<file path="src/rtl/tdc_hit_encoder.sv">
// Fine-time TDC readout: edge finder on 32-sample phase words,
// timestamping and a two-write event FIFO with drop accounting.
module tdc_hit_encoder #(
  parameter int COARSE_W   = 16,
  parameter int FIFO_DEPTH = 16,
  parameter int DROP_W     = 8
) (
  input  logic                clk,
  input  logic                rst_n,
  input  logic                en,
  input  logic [31:0]         din,
  output logic [COARSE_W+6:0] ev_data,
  output logic                ev_valid,
  input  logic                ev_ready,
  output logic                ovf,
  output logic [DROP_W-1:0]   drop_cnt
);

  localparam int EW  = COARSE_W + 7;
  localparam int AW  = $clog2(FIFO_DEPTH);
  localparam int CW  = AW + 1;
  localparam int DW1 = DROP_W + 1;

  logic [COARSE_W-1:0] r_coarse;
  logic                r_prev_bit;
  logic [31:0]         r_cap_din;
  logic                r_cap_en;
  logic                r_cap_prev;
  logic [COARSE_W-1:0] r_cap_coarse;

  always_ff @(posedge clk or negedge rst_n) begin
    if (!rst_n) begin
      r_coarse     <= '0;
      r_prev_bit   <= 1'b0;
      r_cap_din    <= '0;
      r_cap_en     <= 1'b0;
      r_cap_prev   <= 1'b0;
      r_cap_coarse <= '0;
    end else begin
      r_coarse     <= r_coarse + COARSE_W'(1);
      r_prev_bit   <= din[31];
      r_cap_din    <= din;
      r_cap_en     <= en;
      r_cap_prev   <= r_prev_bit;
      r_cap_coarse <= r_coarse;
    end
  end

  function automatic logic [4:0] lsb_idx(
    input logic [31:0] v
  );
    logic [4:0] idx;
    idx = '0;
    for (int i = 31; i >= 0; i--)
      if (v[i]) idx = 5'(i);
    return idx;
  endfunction

  logic [31:0]   w_prev_vec;
  logic [31:0]   w_rise;
  logic [31:0]   w_fall;
  logic          w_has_r;
  logic          w_has_f;
  logic [4:0]    w_idx_r;
  logic [4:0]    w_idx_f;
  logic [EW-1:0] w_ev_r;
  logic [EW-1:0] w_ev_f;
  logic [EW-1:0] w_first;
  logic [EW-1:0] w_second;
  logic [1:0]    w_need;

  // s[i-1] for every bit; bit 0 looks back into the previous word
  assign w_prev_vec = {r_cap_din[30:0], r_cap_prev};
  assign w_rise  = r_cap_din & ~w_prev_vec;
  assign w_fall  = ~r_cap_din & w_prev_vec;
  assign w_has_r = r_cap_en & (|w_rise);
  assign w_has_f = r_cap_en & (|w_fall);
  assign w_idx_r = lsb_idx(w_rise);
  assign w_idx_f = lsb_idx(w_fall);
  assign w_ev_r  = {|(w_rise & (w_rise - 32'd1)),
                    1'b1, r_cap_coarse, w_idx_r};
  assign w_ev_f  = {|(w_fall & (w_fall - 32'd1)),
                    1'b0, r_cap_coarse, w_idx_f};

  always_comb begin
    w_first  = '0;
    w_second = '0;
    w_need   = 2'd0;
    unique case (1'b1)
      (w_has_r && w_has_f): begin
        w_need = 2'd2;
        if (w_idx_r < w_idx_f) begin
          w_first  = w_ev_r;
          w_second = w_ev_f;
        end else begin
          w_first  = w_ev_f;
          w_second = w_ev_r;
        end
      end
      (w_has_r && !w_has_f): begin
        w_need  = 2'd1;
        w_first = w_ev_r;
      end
      (!w_has_r && w_has_f): begin
        w_need  = 2'd1;
        w_first = w_ev_f;
      end
      default: w_need = 2'd0;
    endcase
  end

  logic [EW-1:0] r_mem [FIFO_DEPTH];
  logic [AW-1:0] r_wptr;
  logic [AW-1:0] r_rptr;
  logic [CW-1:0] r_count;
  logic          w_pop;
  logic [CW-1:0] w_free;
  logic [1:0]    w_nwr;
  logic [1:0]    w_ndrop;
  logic [DW1-1:0] w_drop_sum;

  assign ev_valid = (r_count != '0);
  assign w_pop    = ev_valid & ev_ready;
  // a slot freed by this cycle's pop is reusable by this cycle's push
  assign w_free   = CW'(FIFO_DEPTH) - r_count + CW'(w_pop);
  assign w_nwr    = (CW'(w_need) <= w_free) ? w_need : w_free[1:0];
  assign w_ndrop  = w_need - w_nwr;
  assign w_drop_sum = {1'b0, drop_cnt} + DW1'(w_ndrop);
  assign ev_data  = ev_valid ? r_mem[r_rptr] : '0;

  always_ff @(posedge clk) begin
    if (w_nwr != 2'd0)
      r_mem[r_wptr] <= w_first;
    if (w_nwr == 2'd2)
      r_mem[r_wptr + AW'(1)] <= w_second;
  end

  always_ff @(posedge clk or negedge rst_n) begin
    if (!rst_n) begin
      r_wptr   <= '0;
      r_rptr   <= '0;
      r_count  <= '0;
      ovf      <= 1'b0;
      drop_cnt <= '0;
    end else begin
      r_wptr  <= r_wptr + AW'(w_nwr);
      r_rptr  <= r_rptr + AW'(w_pop);
      r_count <= r_count + CW'(w_nwr) - CW'(w_pop);
      if (w_ndrop != 2'd0) begin
        ovf <= 1'b1;
        if (w_drop_sum[DROP_W])
          drop_cnt <= '1;
        else
          drop_cnt <= w_drop_sum[DROP_W-1:0];
      end
    end
  end

endmodule

</file>
<file path="config.mk">
export PLATFORM = sky130hd
export DESIGN_NAME = tdc_hit_encoder
export DESIGN_NICKNAME = d
export VERILOG_FILES = /design/src/rtl/tdc_hit_encoder.sv
export SDC_FILE = /design/constraint.sdc
export NUM_CORES = 1
export LEC_CHECK = 0
export ABC_AREA = 1
export ABC_CLOCK_PERIOD_IN_PS = 5300
export BUFFER_PORTS_ARGS = -buffer_cell sky130_fd_sc_hd__clkbuf_2
export CAP_MARGIN = 15
export CORE_UTILIZATION = 30
export DETAILED_ROUTE_END_ITERATION = 16
export PLACE_DENSITY = 0.49
export SLEW_MARGIN = 20
export SYNTH_ARGS = -nofsm -noshare
export SYNTH_HDL_FRONTEND = slang
export SYNTH_SLANG_ARGS = --single-unit
</file>
<file path="constraint.sdc">
create_clock -name clk -period 5.3 [get_ports clk]
set_input_delay 0 -clock clk [delete_from_list [all_inputs] [get_ports clk]]
set_output_delay 0 -clock clk [all_outputs]
set_load 0.01 [all_outputs]
</file>
==> reports/metrics.cfg <==
[place]
dpl-instance-area_sq_mm = 0.02685
port_buffers = 68
dp_hpwl_um = 51670
gp_congestion = 0.8140

[worst_setup_path]
slowest_stage = dfrtp_1
start_kind = flop
critical_path_class = flop to flop
critical-path-top-delay-family = simple AND/OR/NAND/NOR gates
path_depth = 28
cp_data_required_time_ps = 5800
worst-r2r-cell-count = 28
arrival_ps = 5280
cp_max_fo = 6
slowest_delay_ps = 380
critPathBufInv = 4
crit_top_cell = nor2_1
crit_path_end_kind = flop

[logic_synthesis]
synth-seq-cells = 456
synth_edf_count = 368
netlist_area_sq_mm = 0.02529
netlist_instances = 2862
synth_top_area_share_pct = 43.69
avgSynthCellArea_sq_um = 8.838
yosysSeqAreaShare_pct = 52.39
yosysWarningCount = 0
synth_flop_cell = edfxtp_1
ys_async_sr_fraction_pct = 19.30
ys_types = 59
ys_top_cells_by_area = edfxtp_1, nand2_1, dfrtp_1
synthesis.nets = 2928
synth_area_leader_cell = edfxtp_1

[layout]
fillCellCount = 8578
nNetsFinal = 2987
fin_area_sq_mm = 0.02928
areaGrowthSynthToFinish_pct = 15.77
n_antenna_cell = 0
drive_gt1_share_pct = 12.23

[detailed_routing]
drtAntennaViolNets = 0
drc_errors = 0
vias = 20680
drt-initial-drc-count = 1919
post_drt_wl_per_cell_um = 20.78
drt-pass1-iter-count = 5
vias_per_cell = 5.111
routed_wirelength_um = 84090

[cts]
cts.sinks = 456
cts_buffers = 54
cts_tree = built
cts_root_buffer = clkbuf_16
ctsResizeCount = 0
cts_buffer_depth = 3
h-tree-depth = 2
clkLatencyLatePin_ps = 660
cts.clk_slew.worst_paths_ps = 60

[job]
cap_violations = 0

[sta]
worst_pin_slew_ps = 1108
slew_viol_final = 0
fmax_mhz = 209.2
hold_viol = 0
setup_viol = 0
finClkSkew_ps = 57.76
slew_headroom_pct = 25.86
fin_crit_ps = 4780
tns_ps = 0
period_share_pct = 90.19
rsz0062_at_grt = no

[global_routing]
grt_start_max_net_pins = 97
antenna_found_initial = 0
grt_pass1_wl_um = 127800
grt_overflow = 0
grt_usage_pct = 19.64
grt_pass1_vias = 20200

[die]
fp.dieArea_sq_mm = 0.08548
placementRows = 106
ios = 69
start_util_pct = 30.27
core_area_sq_mm = 0.08356
die_y_um = 292.4
fp.dieW_um = 292.4

[power]
power.leakage_nw = 11.49
irDropWorstVdd_mv = 0.2655
powerDensity_mw_per_mm2 = 456.9

[min_path]
hp-class = primary input to flop
hold_depth = 2

[outcome]
status = finished clean

final timing paths:
path                              startpoint          endpoint  slack [ps]
worst max-delay path            r_cap_din[2]       drop_cnt[7]         520
min in group asynchronous              rst_n        r_count[2]         430
worst min register to register  r_coarse[15]  r_cap_coarse[15]         400
worst min-delay path                 din[10]     r_cap_din[10]          40
max in group asynchronous              rst_n         r_rptr[0]        4210
worst max register to register  r_cap_din[2]       drop_cnt[7]         520
layout make-up:
| cell class | count | area (sq um) | share of cell area (%) |
|---|---|---|---|
| sequential | 456 | 13260 | 45.27 |
| multi-input combinational | 1983 | 10380 | 35.45 |
| timing repair buffer | 205 | 1732 | 5.913 |
| clock buffer | 76 | 1484 | 5.067 |
| tap | 1080 | 1351 | 4.614 |
| inverter | 221 | 834.6 | 2.850 |
| clock inverter | 26 | 245.2 | 0.8374 |
layout by cell type (no fill, tap or decap), types with 13 or more instances in the layout:
cell type        n
o21ai_4         19
a21oi_1         89
a211oi_1        23
mux2i_1         46
ha_1            26
inv_2           27
nand2_2         20
nor2_2          13
nand3_2         14
clkbuf_1        17
o21ai_0        337
nand2_1        751
nor2_4          13
o21ai_1         49
clkbuf_2        67
dlygate4sd3_1   65
o221ai_1        23
dfrtp_1         86
o22ai_1         47
nor2_1         204
nor3_1          37
buf_4           59
inv_1          191
edfxtp_1       368
nand4_1         75
clkbuf_16       54
nand3_1        115
xor2_1          18
worst register-to-register path, delay by kind of cell, from the launching register on:
family	cells	cell delay, ps
AOI/OAI and AO/OA	5	690
xor gates and xnor gates	3	590
adders and majority gates	3	910
buffers and inverters	4	360
DFF	1	380
and+or+nand+nor	13	1720
cell usage after synthesis, drive strengths merged, types with 7 or more instances:
cell type / number
nand2: 781
o21ai: 405
edfxtp: 368
nor2: 240
inv: 219
nand3: 130
clkbuf: 119
a21oi: 91
dfrtp: 88
buf: 83
nand4: 77
o22ai: 47
mux2i: 46
nor3: 38
ha: 27
a211oi: 24
o221ai: 23
xor2: 18
xnor2: 7
cell families (layout without fill, tap and decap cells):
logic type / after synthesis / after routing / share of synthesized area (%)
buf+inv: 423 / 528 / 7.479
flops: 456 / 456 / 52.39
xor+xnor: 25 / 25 / 0.8657
simple gates: 1274 / 1274 / 22.58
fa+ha+maj: 30 / 30 / 1.573
compound gates: 608 / 608 / 13.29
mux: 46 / 46 / 1.820
flip-flops by register name, indices dropped and copies added, names as in the netlist, 4 cells and up:
name	count
r_cap_din	32
r_rptr	4
r_mem	368
drop_cnt	8
r_coarse	16
r_count	5
r_wptr	4
r_cap_coarse	16
where the power goes:
group          leakage (nW)  internal, mW  switching, mW
sequential             4.48          4.52          0.279
clock                 0.845          2.06           1.60
combinational          6.17          1.43           3.49
total                  11.5          8.02           5.36
per-stage QoR:
| stage | utilization (%) | std cells | worst slack, ps | hold WS (ps) | power, mW |
|---|---|---|---|---|---|
| final | 35.05 | 4047 | 519.8 | 38.97 | 13.38 |
| after global routing | 35.05 | 4047 | 90.10 | 8.640 | 14.08 |
| after CTS | 35.01 | 4046 | 428.5 | 0.2525 | 13.45 |
| after detailed placement | 32.13 | 3878 | 477.7 | 45.03 | 9.748 |
| after global placement | 32.06 | 3876 | 605.9 | 37.71 | 9.741 |
| after floorplan | - | 2862 | 54.47 | -295.6 | 7.755 |
layer usage:
layer | routed length (um) | vias up | GRT usage [%]
met4 | 2123 | 0 | 5.746
li1 | - | 9904 | -
met3 | 5579 | 129 | 2.679
met1 | 37300 | 9894 | 26.92
met5 | 0 | - | 0
met2 | 39090 | 757 | 32.20
timing repair:
item,CTS,global route
hold buffers,66,0
buffers inserted,0,0
endpoints found under the hold margin,79,0
Power figures use the tool's default switching activity.
